$ cat src/rtl/pulse_stretcher_if.sv
// Strobe-in / stretched-level-out bundle for pulse_stretcher.
interface pulse_stretcher_if #(
    parameter int unsigned PEND_W = 2
);
    logic              trig;
    logic              clr_ovf;
    logic              sigOut;
    logic              busy;
    logic [PEND_W-1:0] pending;
    logic              overflow;

    modport master (
        output trig, clr_ovf,
        input  sigOut, busy, pending, overflow
    );

    modport slave (
        input  trig, clr_ovf,
        output sigOut, busy, pending, overflow
    );
endinterface

$ cat src/rtl/pulse_stretcher.sv
// Converts single-cycle strobes into fixed-length high pulses separated by a
// minimum gap; extra strobes either retrigger the pulse or queue as pending.
module pulse_stretcher #(
    parameter int unsigned WIDTH_CYC = 8,
    parameter int unsigned GAP_CYC   = 2,
    parameter int unsigned RETRIG    = 0,
    parameter int unsigned PEND_W    = 2,
    parameter int unsigned CNT_W     = 8
) (
    input logic              clk,
    input logic              rst_n,
    pulse_stretcher_if.slave bus
);
    typedef enum logic [1:0] {IDLE, HIGH, GAP} state_t;

    localparam bit               RETRIG_EN = (RETRIG != 0);
    localparam logic [CNT_W-1:0] W_LOAD    = CNT_W'(WIDTH_CYC - 1);
    localparam logic [CNT_W-1:0] G_LOAD    = CNT_W'(GAP_CYC - 1);

    state_t            state, state_n;
    logic [CNT_W-1:0]  timer, timer_n;
    logic [PEND_W-1:0] pend, pend_n;
    logic              ovf, ovf_n;
    logic              sig_q, busy_q;
    logic              q_inc, q_dec, ovf_set;

    always_ff @(posedge clk or negedge rst_n) begin
        if (!rst_n) begin
            state  <= IDLE;
            timer  <= '0;
            pend   <= '0;
            ovf    <= 1'b0;
            sig_q  <= 1'b0;
            busy_q <= 1'b0;
        end else begin
            state  <= state_n;
            timer  <= timer_n;
            pend   <= pend_n;
            ovf    <= ovf_n;
            sig_q  <= (state_n == HIGH);
            busy_q <= (state_n != IDLE);
        end
    end

    always_comb begin
        state_n = state;
        timer_n = timer;
        q_inc   = 1'b0;
        q_dec   = 1'b0;
        unique case (state)
            IDLE: begin
                if (bus.trig) begin
                    state_n = HIGH;
                    timer_n = W_LOAD;
                end
            end
            HIGH: begin
                q_inc = !RETRIG_EN && bus.trig;
                if (RETRIG_EN && bus.trig) begin
                    timer_n = W_LOAD;
                end else if (timer == '0) begin
                    state_n = GAP;
                    timer_n = G_LOAD;
                end else begin
                    timer_n = timer - CNT_W'(1);
                end
            end
            GAP: begin
                q_inc = !RETRIG_EN && bus.trig;
                if (RETRIG_EN && bus.trig) begin
                    state_n = HIGH;
                    timer_n = W_LOAD;
                end else if (timer == '0) begin
                    if (pend != '0) begin
                        state_n = HIGH;
                        timer_n = W_LOAD;
                        q_dec   = 1'b1;
                    end else begin
                        state_n = IDLE;
                        timer_n = '0;
                    end
                end else begin
                    timer_n = timer - CNT_W'(1);
                end
            end
            default: begin
                state_n = IDLE;
                timer_n = '0;
            end
        endcase

        // A trigger arriving on the dequeue edge replaces the serviced entry,
        // so it cannot overflow even when the queue is full.
        pend_n  = pend;
        ovf_set = 1'b0;
        if (q_inc && !q_dec) begin
            if (pend == '1) begin
                ovf_set = 1'b1;
            end else begin
                pend_n = pend + PEND_W'(1);
            end
        end else if (q_dec && !q_inc) begin
            pend_n = pend - PEND_W'(1);
        end

        ovf_n = ovf_set ? 1'b1 : (bus.clr_ovf ? 1'b0 : ovf);
    end

    assign bus.sigOut   = sig_q;
    assign bus.busy     = busy_q;
    assign bus.pending  = pend;
    assign bus.overflow = ovf;
endmodule

$ cat src/flat_wrapper.sv
// flat-port wrapper written by rule: the top's interface ports become plain ports
module pulse_stretcher_flat 
#(
    parameter int unsigned WIDTH_CYC = 8,
    parameter int unsigned GAP_CYC   = 2,
    parameter int unsigned RETRIG    = 0,
    parameter int unsigned PEND_W    = 2,
    parameter int unsigned CNT_W     = 8
)
  (clk, rst_n, bus_trig, bus_clr_ovf, bus_sigOut, bus_busy, bus_pending, bus_overflow);
  pulse_stretcher_if #(.PEND_W(PEND_W)) bus_i ();
  input logic clk;
  input logic rst_n;
  input wire logic [$bits(bus_i.trig)-1:0] bus_trig;
  input wire logic [$bits(bus_i.clr_ovf)-1:0] bus_clr_ovf;
  output wire logic [$bits(bus_i.sigOut)-1:0] bus_sigOut;
  output wire logic [$bits(bus_i.busy)-1:0] bus_busy;
  output wire logic [$bits(bus_i.pending)-1:0] bus_pending;
  output wire logic [$bits(bus_i.overflow)-1:0] bus_overflow;
  assign bus_i.trig = bus_trig;
  assign bus_i.clr_ovf = bus_clr_ovf;
  assign bus_sigOut = bus_i.sigOut;
  assign bus_busy = bus_i.busy;
  assign bus_pending = bus_i.pending;
  assign bus_overflow = bus_i.overflow;
  pulse_stretcher #(.WIDTH_CYC(WIDTH_CYC), .GAP_CYC(GAP_CYC), .RETRIG(RETRIG), .PEND_W(PEND_W), .CNT_W(CNT_W)) u_core (.clk(clk), .rst_n(rst_n), .bus(bus_i));
endmodule
$ cat config.mk
export PLATFORM = sky130hd
export DESIGN_NAME = pulse_stretcher_flat
export DESIGN_NICKNAME = d
export VERILOG_FILES = /design/src/rtl/pulse_stretcher_if.sv /design/src/rtl/pulse_stretcher.sv /design/src/flat_wrapper.sv
export SDC_FILE = /design/constraint.sdc
export NUM_CORES = 1
export LEC_CHECK = 0
export BUFFER_PORTS_ARGS = -buffer_cell sky130_fd_sc_hd__buf_2
export CAP_MARGIN = 20
export CORE_ASPECT_RATIO = 1.25
export CORE_MARGIN = 1.5
export CORE_UTILIZATION = 45
export CTS_CLUSTER_SIZE = 40
export DETAILED_ROUTE_END_ITERATION = 12
export PLACE_DENSITY_LB_ADDON = 0.12
export SLEW_MARGIN = 20
export SYNTH_ARGS = -nofsm -noshare
export SYNTH_HDL_FRONTEND = slang
export SYNTH_SLANG_ARGS = --single-unit
$ cat constraint.sdc
create_clock -name clk -period 4.35 [get_ports clk]
set_input_delay 0.435 -clock clk [delete_from_list [all_inputs] [get_ports clk]]
set_output_delay 0.435 -clock clk [all_outputs]
set_load 0.005 [all_outputs]
==> out/metrics.yaml, run 1 <==
initial_core_util_pct: 48.81
reg2reg_slack_ns: 2.07
ir_worst_vdd_uv: 412.0
vias: 810
drv_cap: 0
r2r_cells: 4
cts_hold_buffers: 0
max_freq_mhz: 439.3
routed_wirelength_um: 1952
initialDrtViolationCount: 19
critPathKind: "register to register"
status: "completed"
final_max_slew_viol_count: 0
setup_viol: 0
grtUsageTotal_pct: 19.64
antenna_cells: 0
die_h_um: 55.14
path_clk_slew_ns: 0.10
cp_data_required_time_ns: 4.52
critical_path.slowest_cell: "nor4_2"
drc_errors: 0
worst-path-buf-inv: 0
dr.pass1.iters: 4
gp_congestion: 0.8459
rsz0062_at_grt: "no"
path_cells: "nor4_2, and2_1, o211ai_2, a2111oi_2"
avgViaCountPerCell: 5.956
ant_nets: 0
core_area_um2: 2004
avgSynthCellArea_um2: 9.144
critPathMaxStageDelay_ns: 0.85
cts_resized: 0
htree_levels: 1
synthCells: 107
grt_pass1_vias: 812
worst_slew_pin_slew_ns: 0.9447
max_slew_margin_pct: 36.50
postCtsSetupBuffers: 0
yosysSeqAreaShare_pct: 38.36
cpLargestDelayFamily: "simple AND/OR/NAND/NOR gates"
grt_pass1_wl_um: 3574
dp_hpwl_um: 1449
avgRoutedWirePerCell_um: 14.35
dieArea_um2: 2465
syn_area_um2: 978.4
synth_fp_nets: 117
ios: 9
yosysUniqueCellTypes: 37
grt_overflow_total: 0
grt_start_max_net_pins: 16
io_buffers: 8
finalSetupTns_ns: 0
reg2reg_from: "u_core.timer[2]"
die_w_um: 44.71
final_cell_mix: "15 x dfrtp_1, 12 x inv_1, 9 x o21ai_0, 9 x nand2_1, 9 x a21oi_1"
reg2reg_to: "u_core.bus.sigOut"
yosysWarnings: 0
fin_nets: 127
end_kind: "register"
rows: 18
worstSkewPairLatency_ns: 0.28
holdCritPathClass: "input port to asynchronous set/reset pin"
syn_to_final_growth_pct: 7.417
cts_buffers: 3
power_density_nw_per_um2: 840.6
period_share_pct: 52.33
leakage_nw: 0.4753
hold_viol: 0
grt_antenna_before_repair: 0
finish.utilization_pct: 52.43
layout_commonest_cell: "dfrtp_1"
period_needed_ns: 2.276
clk_path_buf_depth: 2
cts_tree: "done"
clkSinkCount: 15
crit_arrival_ns: 2.45
ys_seq_elements: 15
drive_above_1_share_pct: 15.52
skew_ns: 0.008081
cts-root-buf: "clkbuf_4"
critPathMaxFanout: 11
cp-start-kind: "register"
==> cells in the mapped netlist <==
cell type   n  area share (%)
a211oi_1    4             3.1
o41ai_1     1            0.90
o221ai_1    1            0.90
o41a_1      1             1.2
o21bai_1    1            0.77
o21ai_0     9             4.6
nor2_1      6             2.3
o32ai_1     1            0.90
and2_1      1            0.64
nand2_1     9             3.5
nand3_1     3             1.5
o211ai_2    1             1.3
dfrtp_1    15              38
mux2i_1     1             1.0
or2_2       1            0.64
clkbuf_1    1            0.38
o311ai_1    1            0.90
nand3_2     1             1.0
nand4_1     2             1.3
a31oi_1     1            0.64
nor2b_1     1            0.64
mux2_4      1             1.5
nand3b_1    1            0.77
buf_4       2             1.5
o2bb2ai_1   1            0.90
a21oi_1     9             4.6
o31ai_1     1            0.77
nor3b_4     1             1.9
ha_1        6             7.7
a22o_1      1            0.90
a21o_1      1            0.77
a32o_1      2             2.0
a2111oi_2   1             1.5
nor4_2      1             1.3
o21a_1      1            0.77
inv_1      12             4.6
nor3_1      4             2.0
==> metrics by stage <==
| step | instance area, um2 | instances | hold WS [ns] | power (mW) | setup WS (ns) |
|---|---|---|---|---|---|
| floorplan | 978.4 | 107 | 0.1394 | 0.7019 | 2.579 |
| global placement | 1025 | 132 | 0.3625 | 0.7965 | 2.202 |
| detailed placement | 1025 | 132 | 0.3639 | 0.8033 | 2.132 |
| CTS | 1051 | 136 | 0.04863 | 0.8881 | 2.111 |
| global route | 1051 | 136 | 0.06906 | 0.9822 | 1.860 |
| finish | 1051 | 136 | 0.03766 | 0.8835 | 2.074 |
==> cells by family (layout without fill, tap and decap cells) <==
| kind of cell | after synthesis | in the layout | synth area share (%) |
|---|---|---|---|
| AOI/OAI and AO/OA | 38 | 38 | 27.37 |
| adders and majority gates | 6 | 6 | 7.672 |
| DFF | 15 | 15 | 38.36 |
| buffers and inverters | 15 | 24 | 6.521 |
| and+or+nand+nor | 31 | 31 | 17.52 |
| muxes | 2 | 2 | 2.557 |
==> worst max-delay path by stage <==
| stage | from | to | slack, ns | cells past startpoint |
|---|---|---|---|---|
| 6_report | u_core.timer[2] | u_core.bus.sigOut | 2.07 | 4 |
| 5_1_grt | u_core.timer[2] | u_core.bus.sigOut | 1.86 | 4 |
| 4_1_cts | u_core.timer[2] | u_core.bus.sigOut | 2.11 | 4 |
| 3_5_place_dp | u_core.timer[2] | u_core.bus.sigOut | 2.13 | 4 |
| 3_3_place_gp | u_core.timer[2] | u_core.bus.sigOut | 2.20 | 4 |
| 2_1_floorplan | u_core.timer[0] | u_core.bus.sigOut | 2.58 | 7 |
==> flip-flops by register name, summed over array words and instances (netlist names) <==
| name | flops |
|---|---|
| u_core.bus.busy | 1 |
| u_core.bus.overflow | 1 |
| u_core.bus.pending | 2 |
| u_core.bus.sigOut | 1 |
| u_core.state | 2 |
| u_core.timer | 8 |
==> power by group <==
group | switching (mW) | internal, mW
logic | 0.320 | 0.218
registers | 0.0611 | 0.203
clock network | 0.0456 | 0.0356
total | 0.426 | 0.457
==> final cells by class <==
class	count	area, um2
tap	20	25.02
clock buffer	4	26.28
inverter	12	45.04
fill	178	953.4
sequential	15	375.4
multi-input combinational	77	539.3
timing repair buffer	8	40.04
==> routing by layer <==
layer  share of wire [%]  global-route usage (%)  vias to the layer above
met3                 2.0                   1.948                        2
li1                    -                       -                      412
met5                   0                       0                        -
met1                  48                   26.01                      387
met2                  50                   31.64                        9
met4                0.72                   10.10                        0
Power figures use the tool's default switching activity.
==> run 2: changes to the inputs <==
==> constraint.sdc (replaced) <==
create_clock -name clk -period 1.85 [get_ports clk]
set_input_delay 0.185 -clock clk [delete_from_list [all_inputs] [get_ports clk]]
set_output_delay 0.185 -clock clk [all_outputs]
set_load 0.005 [all_outputs]
==> run 2 against run 1 <==
  * Critical endpoint is now u_core.timer[7]
  * Sequential power up 130%
  * Core utilization up 8.9 points
  * Power rose to 2.9 times the previous value
  * Clock power up 130%
  * First-iteration DRC count down 58%
  * Critical path type unchanged
  * Wire length up 12%
  * Largest power group unchanged
  * Count of clock-buffer cells in the layout unchanged
  * Cell area up 17%
  * Setup slack worse by 2.0 ns
==> out/metrics.yaml, run 2 (synthesized netlist as in run 1, its figures left out) <==
drive_above_1_share_pct: 29.85  # was 15.52%
grt_pass1_vias: 878  # was 812
avgViaCountPerCell: 5.812  # was 5.956
vias: 895  # was 810
r2r_cells: 6  # was 4
drc_errors: 0  # unchanged
final_cell_mix: "16 x buf_4, 15 x dfrtp_1, 12 x inv_1"  # was 15 x dfrtp_1, 12 x inv_1, 9 x o21ai_0, 9 x nand2_1, 9 x a21oi_1
final_max_slew_viol_count: 0  # unchanged
die_w_um: 44.71  # unchanged
finish.utilization_pct: 61.36  # was 52.43%
avgRoutedWirePerCell_um: 14.25  # was 14.35 um
largest_reg_flops: 8  # unchanged
initial_core_util_pct: 48.81  # unchanged
leakage_nw: 0.5714  # was 0.4753 nW
ir_worst_vdd_uv: 1051  # was 412.0 uV
dp_cells: 148  # was 132
status: "completed"  # unchanged
largest_register: "u_core.timer"  # unchanged
critical_path.slowest_cell: "dfrtp_1"  # was nor4_2
clkSinkCount: 15  # unchanged
cts_tree: "done"  # unchanged
grt_overflow_total: 0  # unchanged
reg2reg_to: "u_core.timer[7]"  # was u_core.bus.sigOut
skew_ns: 0.004720  # was 0.008081 ns
max_freq_mhz: 573.3  # was 439.3 MHz
holdPathStages: 3
gp_congestion: 0.8496  # was 0.8459
multiInputGateArea_um2: 576.8  # was 539.3 um2
layout_commonest_cell: "buf_4"  # was dfrtp_1
reg2reg_slack_ns: 0.11  # was 2.07 ns
critPathMaxFanout: 5  # was 11
antenna_cells: 0  # unchanged
cts_buffers: 3  # unchanged
power_density_nw_per_um2: 2069  # was 840.6 nW/um2
cts-root-buf: "clkbuf_4"  # unchanged
cp_data_required_time_ns: 2.04  # was 4.52 ns
ios: 9  # unchanged
final-instance-count-excl-fill: 154  # was 136
path_clk_slew_ns: 0.09  # was 0.10 ns
cp-start-kind: "register"  # unchanged
holdCritPathClass: "input port to register"  # was input port to asynchronous set/reset pin
end_kind: "register"  # unchanged
grt_pass1_wl_um: 3691  # was 3574 um
hold_start: "bus_clr_ovf"
cpLargestDelayFamily: "simple AND/OR/NAND/NOR gates"  # unchanged
htree_levels: 1  # unchanged
period_needed_ns: 1.744  # was 2.276 ns
fin_nets: 145  # was 127
period_share_pct: 94.29  # was 52.33%
die_h_um: 55.14  # unchanged
grtUsageTotal_pct: 21.32  # was 19.64%
fill_cells: 190  # was 178
initialDrtViolationCount: 8  # was 19
io_buffers: 8  # unchanged
reg2reg_from: "u_core.state[0]"  # was u_core.timer[2]
min_to: "u_core.bus.overflow"
dieArea_um2: 2465  # unchanged
ant_nets: 0  # unchanged
drv_cap: 0  # unchanged
routed_wirelength_um: 2195  # was 1952 um
crit_arrival_ns: 1.93  # was 2.45 ns
rsz0062_at_grt: "yes"  # was no
worst_slew_pin_slew_ns: 0.3983  # was 0.9447 ns
clk_path_buf_depth: 2  # unchanged
setup_viol: 0  # unchanged
rows: 18  # unchanged
core_area_um2: 2004  # unchanged
max_slew_margin_pct: 73.23  # was 36.50%
hold_viol: 0  # unchanged
syn_to_final_growth_pct: 25.70  # was 7.417%
finalPower_mw: 2.545  # was 0.8835 mW
worst-path-buf-inv: 2  # was 0
worstSkewPairLatency_ns: 0.29  # was 0.28 ns
dr.pass1.iters: 4  # unchanged
dp_hpwl_um: 1694  # was 1449 um
ff_latch_area_um2: 375.4  # unchanged
grt_start_max_net_pins: 16  # unchanged
path_cells: "inv_1, ha_1, nor2b_1, buf_4, or2_2, o41ai_1"  # was nor4_2, and2_1, o211ai_2, a2111oi_2
critPathKind: "register to register"  # unchanged
critPathMaxStageDelay_ns: 0.43  # was 0.85 ns
grt_antenna_before_repair: 0  # unchanged
## run 2: repair_timing
action,4_1_cts,5_1_grt
endpoints found under the hold margin,15,0
endpoints found under the setup margin,0,9
gates resized for setup,0,9
buffers inserted,0,1
hold buffers,1,0
## run 2: cell type report
type / count / share of cell area, %
inverters: 12 / 3.662
multi-input cells: 77 / 46.90
clock buffers: 4 / 2.136
flip-flops and latches: 15 / 30.52
well taps: 20 / 2.035
repair buffers: 26 / 14.75
## run 2: worst max path at each step
| stage | start | endpoint | slack [ns] | depth (start not counted) |
|---|---|---|---|---|
| 2_1_floorplan | u_core.timer[0] | u_core.bus.sigOut | 0.08 | 7 |
| 3_3_place_gp | u_core.state[0] | u_core.timer[4] | 0.11 | 7 |
| 3_5_place_dp | u_core.state[0] | u_core.timer[4] | 0.07 | 7 |
| 4_1_cts | u_core.state[0] | u_core.timer[4] | 0.05 | 7 |
| 5_1_grt | u_core.timer[1] | u_core.bus.sigOut | -0.02 | 6 |
| 6_report | u_core.state[0] | u_core.timer[7] | 0.11 | 6 |
## run 2: per-stage QoR
stage                     setup TNS, ns  setup WS [ns]  hold WS, ns  cell area, um2
after CTS                             0        0.04536       0.1811            1181
after floorplan                       0        0.07932      -0.1106           978.4
after global placement                0         0.1125       0.1055            1145
after global routing           -0.01768       -0.01768       0.1887            1230
final                                 0         0.1056       0.1851            1230
after detailed placement              0        0.06913       0.1145            1145
## run 2: worst reg2reg max path, stage by stage (launching register included)
cell and delay, ns:
dfrtp_1 0.43, inv_1 0.08, ha_1 0.21, nor2b_1 0.16
buf_4 0.15, or2_2 0.30, o41ai_1 0.30
## run 2: metal layers
layer,track usage [%],vias up,share of wire [%]
li1,-,450,-
met1,24.85,428,46
met2,35.99,10,50
met3,1.948,7,1.5
met4,16.16,0,3.3
met5,0,-,0
## run 2: power by group
part | leakage, nW | switching [mW] | internal [mW]
clock network | 0.0150 | 0.106 | 0.0840
logic | 0.373 | 0.923 | 0.833
registers | 0.184 | 0.120 | 0.478
==> run 3: changes to the inputs <==
--- a/config.mk
+++ b/config.mk
@@ -13,6 +13,7 @@
 export CTS_CLUSTER_SIZE = 40
 export DETAILED_ROUTE_END_ITERATION = 12
 export PLACE_DENSITY_LB_ADDON = 0.12
+export RECOVER_POWER = 100
 export SLEW_MARGIN = 20
 export SYNTH_ARGS = -nofsm -noshare
 export SYNTH_HDL_FRONTEND = slang
==> run 3 against run 2 <==
  * Non-clock buffer count unchanged
  * Cell area shrank 0.41%
  * Sequential cell count unchanged
  * Register-to-register slack barely moved
  * Clock skew is essentially flat
  * Power is 0.31% lower
  * Fmax hardly changed
  * Setup slack barely moved
  * Clock power about the same
  * Highest routed layer unchanged
==> out/metrics.yaml, run 3 (synthesized netlist as in run 1, its figures left out) <==
status: "completed"  # unchanged
fill_cells: 193  # was 190
drt-met1-wl_um: 992  # was 999 um
ios: 9  # unchanged
grt_pass1_vias: 878  # unchanged
skew_ns: 0.004518  # was 0.004720 ns
leakage_nw: 0.5617  # was 0.5714 nW
initialDrtViolationCount: 10  # was 8
core_area_um2: 2004  # unchanged
power_frac_comb_pct: 68.9  # was 69.0%
grt_pass1_wl_um: 3691  # unchanged
htree_levels: 1  # unchanged
grt_start_max_net_pins: 16  # unchanged
power_frac_seq_pct: 23.6  # was 23.5%
wl_met3_um: 32  # was 33 um
cell_internal_pwr_mw: 1.387  # was 1.395 mW
ir_worst_vdd_uv: 1044  # was 1051 uV
dr_wl_met2_um: 1088  # was 1089 um
initial_core_util_pct: 48.81  # unchanged
end_kind: "register"  # unchanged
fin_ws_ns: 0.1057  # was 0.1056 ns
ant_nets: 0  # unchanged
place_ws_ns: 0.06913  # unchanged
cp_data_required_time_ns: 2.04  # about the same
worst_slew_pin_slew_ns: 0.8245  # was 0.3983 ns
dr.pass1.iters: 4  # unchanged
cp-start-kind: "register"  # unchanged
largest_reg_flops: 8  # unchanged
period_share_pct: 94.29  # about the same
die_w_um: 44.71  # unchanged
max_slew_margin_pct: 45.03  # was 73.23%
antenna_cells: 0  # unchanged
sw_frac_of_total_pct: 45.31  # was 45.19%
fin_nets: 145  # unchanged
drc_errors: 0  # unchanged
max_freq_mhz: 573.3  # about the same
die_h_um: 55.14  # unchanged
finalPower_mw: 2.537  # was 2.545 mW
crit_arrival_ns: 1.93  # about the same
ff_latch_area_um2: 375.4  # unchanged
routed_wirelength_um: 2186  # was 2195 um
finish.utilization_pct: 61.11  # was 61.36%
grt_overflow_total: 0  # unchanged
setup_viol: 0  # unchanged
clk_path_buf_depth: 2  # unchanged
dieArea_um2: 2465  # unchanged
hold_viol: 0  # unchanged
holdCritPathClass: "input port to register"  # unchanged
p_switching_mw: 1.149  # was 1.150 mW
final_cell_mix: "16 x buf_4, 15 x dfrtp_1, 12 x inv_1"  # unchanged
critPathKind: "register to register"  # unchanged
avgRoutedWirePerCell_um: 14.19  # was 14.25 um
cts-root-buf: "clkbuf_4"  # unchanged
avgViaCountPerCell: 5.792  # was 5.812
grtUsageTotal_pct: 21.32  # unchanged
largest_register: "u_core.timer"  # unchanged
grt_antenna_before_repair: 0  # unchanged
drv_cap: 0  # unchanged
drive_above_1_share_pct: 26.87  # was 29.85%
critPathMaxFanout: 5  # unchanged
path_clk_slew_ns: 0.09  # about the same
top_layer: "met4"  # unchanged
dp_hpwl_um: 1694  # unchanged
multiInputGateArea_um2: 576.8  # unchanged
rsz0062_at_grt: "yes"  # unchanged
syn_to_final_growth_pct: 25.19  # was 25.70%
power_frac_clock_pct: 7.5  # about the same
worstSkewPairLatency_ns: 0.29  # about the same
cts_tree: "done"  # unchanged
final_max_slew_viol_count: 0  # unchanged
layout_commonest_cell: "buf_4"  # unchanged
cts_buffers: 3  # unchanged
clkSinkCount: 15  # unchanged
gp_congestion: 0.8496  # unchanged
power_density_nw_per_um2: 2071  # was 2069 nW/um2
io_buffers: 8  # unchanged
rows: 18  # unchanged
period_needed_ns: 1.744  # about the same
vias: 892  # was 895
[run 3: cell count changes in the layout (fill, tap and decap cells not counted), sizes merged]
| cell | previous run | this run |
|---|---|---|
| clkbuf | 4 | 8 |
| buf | 25 | 21 |
[run 3: power groups by stage]
stage	Combinational, mW	Clock, mW	Sequential [mW]
after floorplan	1.04	0	0.605
after global placement	1.56	0	0.597
after detailed placement	1.60	0	0.605
after CTS	1.61	0.197	0.598
after global routing	1.96	0.211	0.623
final	1.75	0.190	0.599
[run 3: layout make-up]
| class | instances | area share [%] |
|---|---|---|
| tap | 20 | 2.043 |
| multi-input combinational | 77 | 47.09 |
| sequential | 15 | 30.64 |
| clock buffer | 4 | 2.145 |
| inverter | 12 | 3.677 |
| timing repair buffer | 26 | 14.40 |
[run 3: worst paths after layout]
kind,cells past startpoint,startpoint,endpoint,slack [ns]
worst max-delay path,6,u_core.state[0],u_core.timer[7],0.11
worst min-delay path,3,bus_clr_ovf,u_core.bus.overflow,0.19
worst max register to register,6,u_core.state[0],u_core.timer[7],0.11
worst min register to register,1,u_core.timer[5],u_core.timer[5],0.51
max in group asynchronous,2,rst_n,u_core.timer[3],0.84
min in group asynchronous,2,rst_n,u_core.timer[7],0.50
[run 3: routing by layer]
layer	global-route usage [%]	vias up
met5	0	-
met1	24.85	425
met4	16.16	0
met3	1.948	7
met2	35.99	10
li1	-	450
[run 3: stage by stage]
| step | instances | TNS [ns] | instance area, um2 | hold WS (ns) |
|---|---|---|---|---|
| finish | 154 | 0 | 1225 | 0.1853 |
| global route | 154 | -0.01768 | 1225 | 0.1887 |
| CTS | 153 | 0 | 1181 | 0.1811 |
| detailed placement | 148 | 0 | 1145 | 0.1145 |
| global placement | 148 | 0 | 1145 | 0.1055 |
| floorplan | 107 | 0 | 978.4 | -0.1106 |
[run 3: what timing repair did]
item	CTS	global route
endpoints found under the hold margin	15	0
hold buffers	1	0
setup buffers	0	1
resized for setup	0	9
setup endpoints to repair	0	9
[run 3: worst max-delay path, stage by stage (launching register included)]
cell and delay [ns]:
dfrtp_1 0.43, inv_1 0.08, ha_1 0.21, nor2b_1 0.16, buf_4 0.15, or2_2 0.30
o41ai_1 0.30
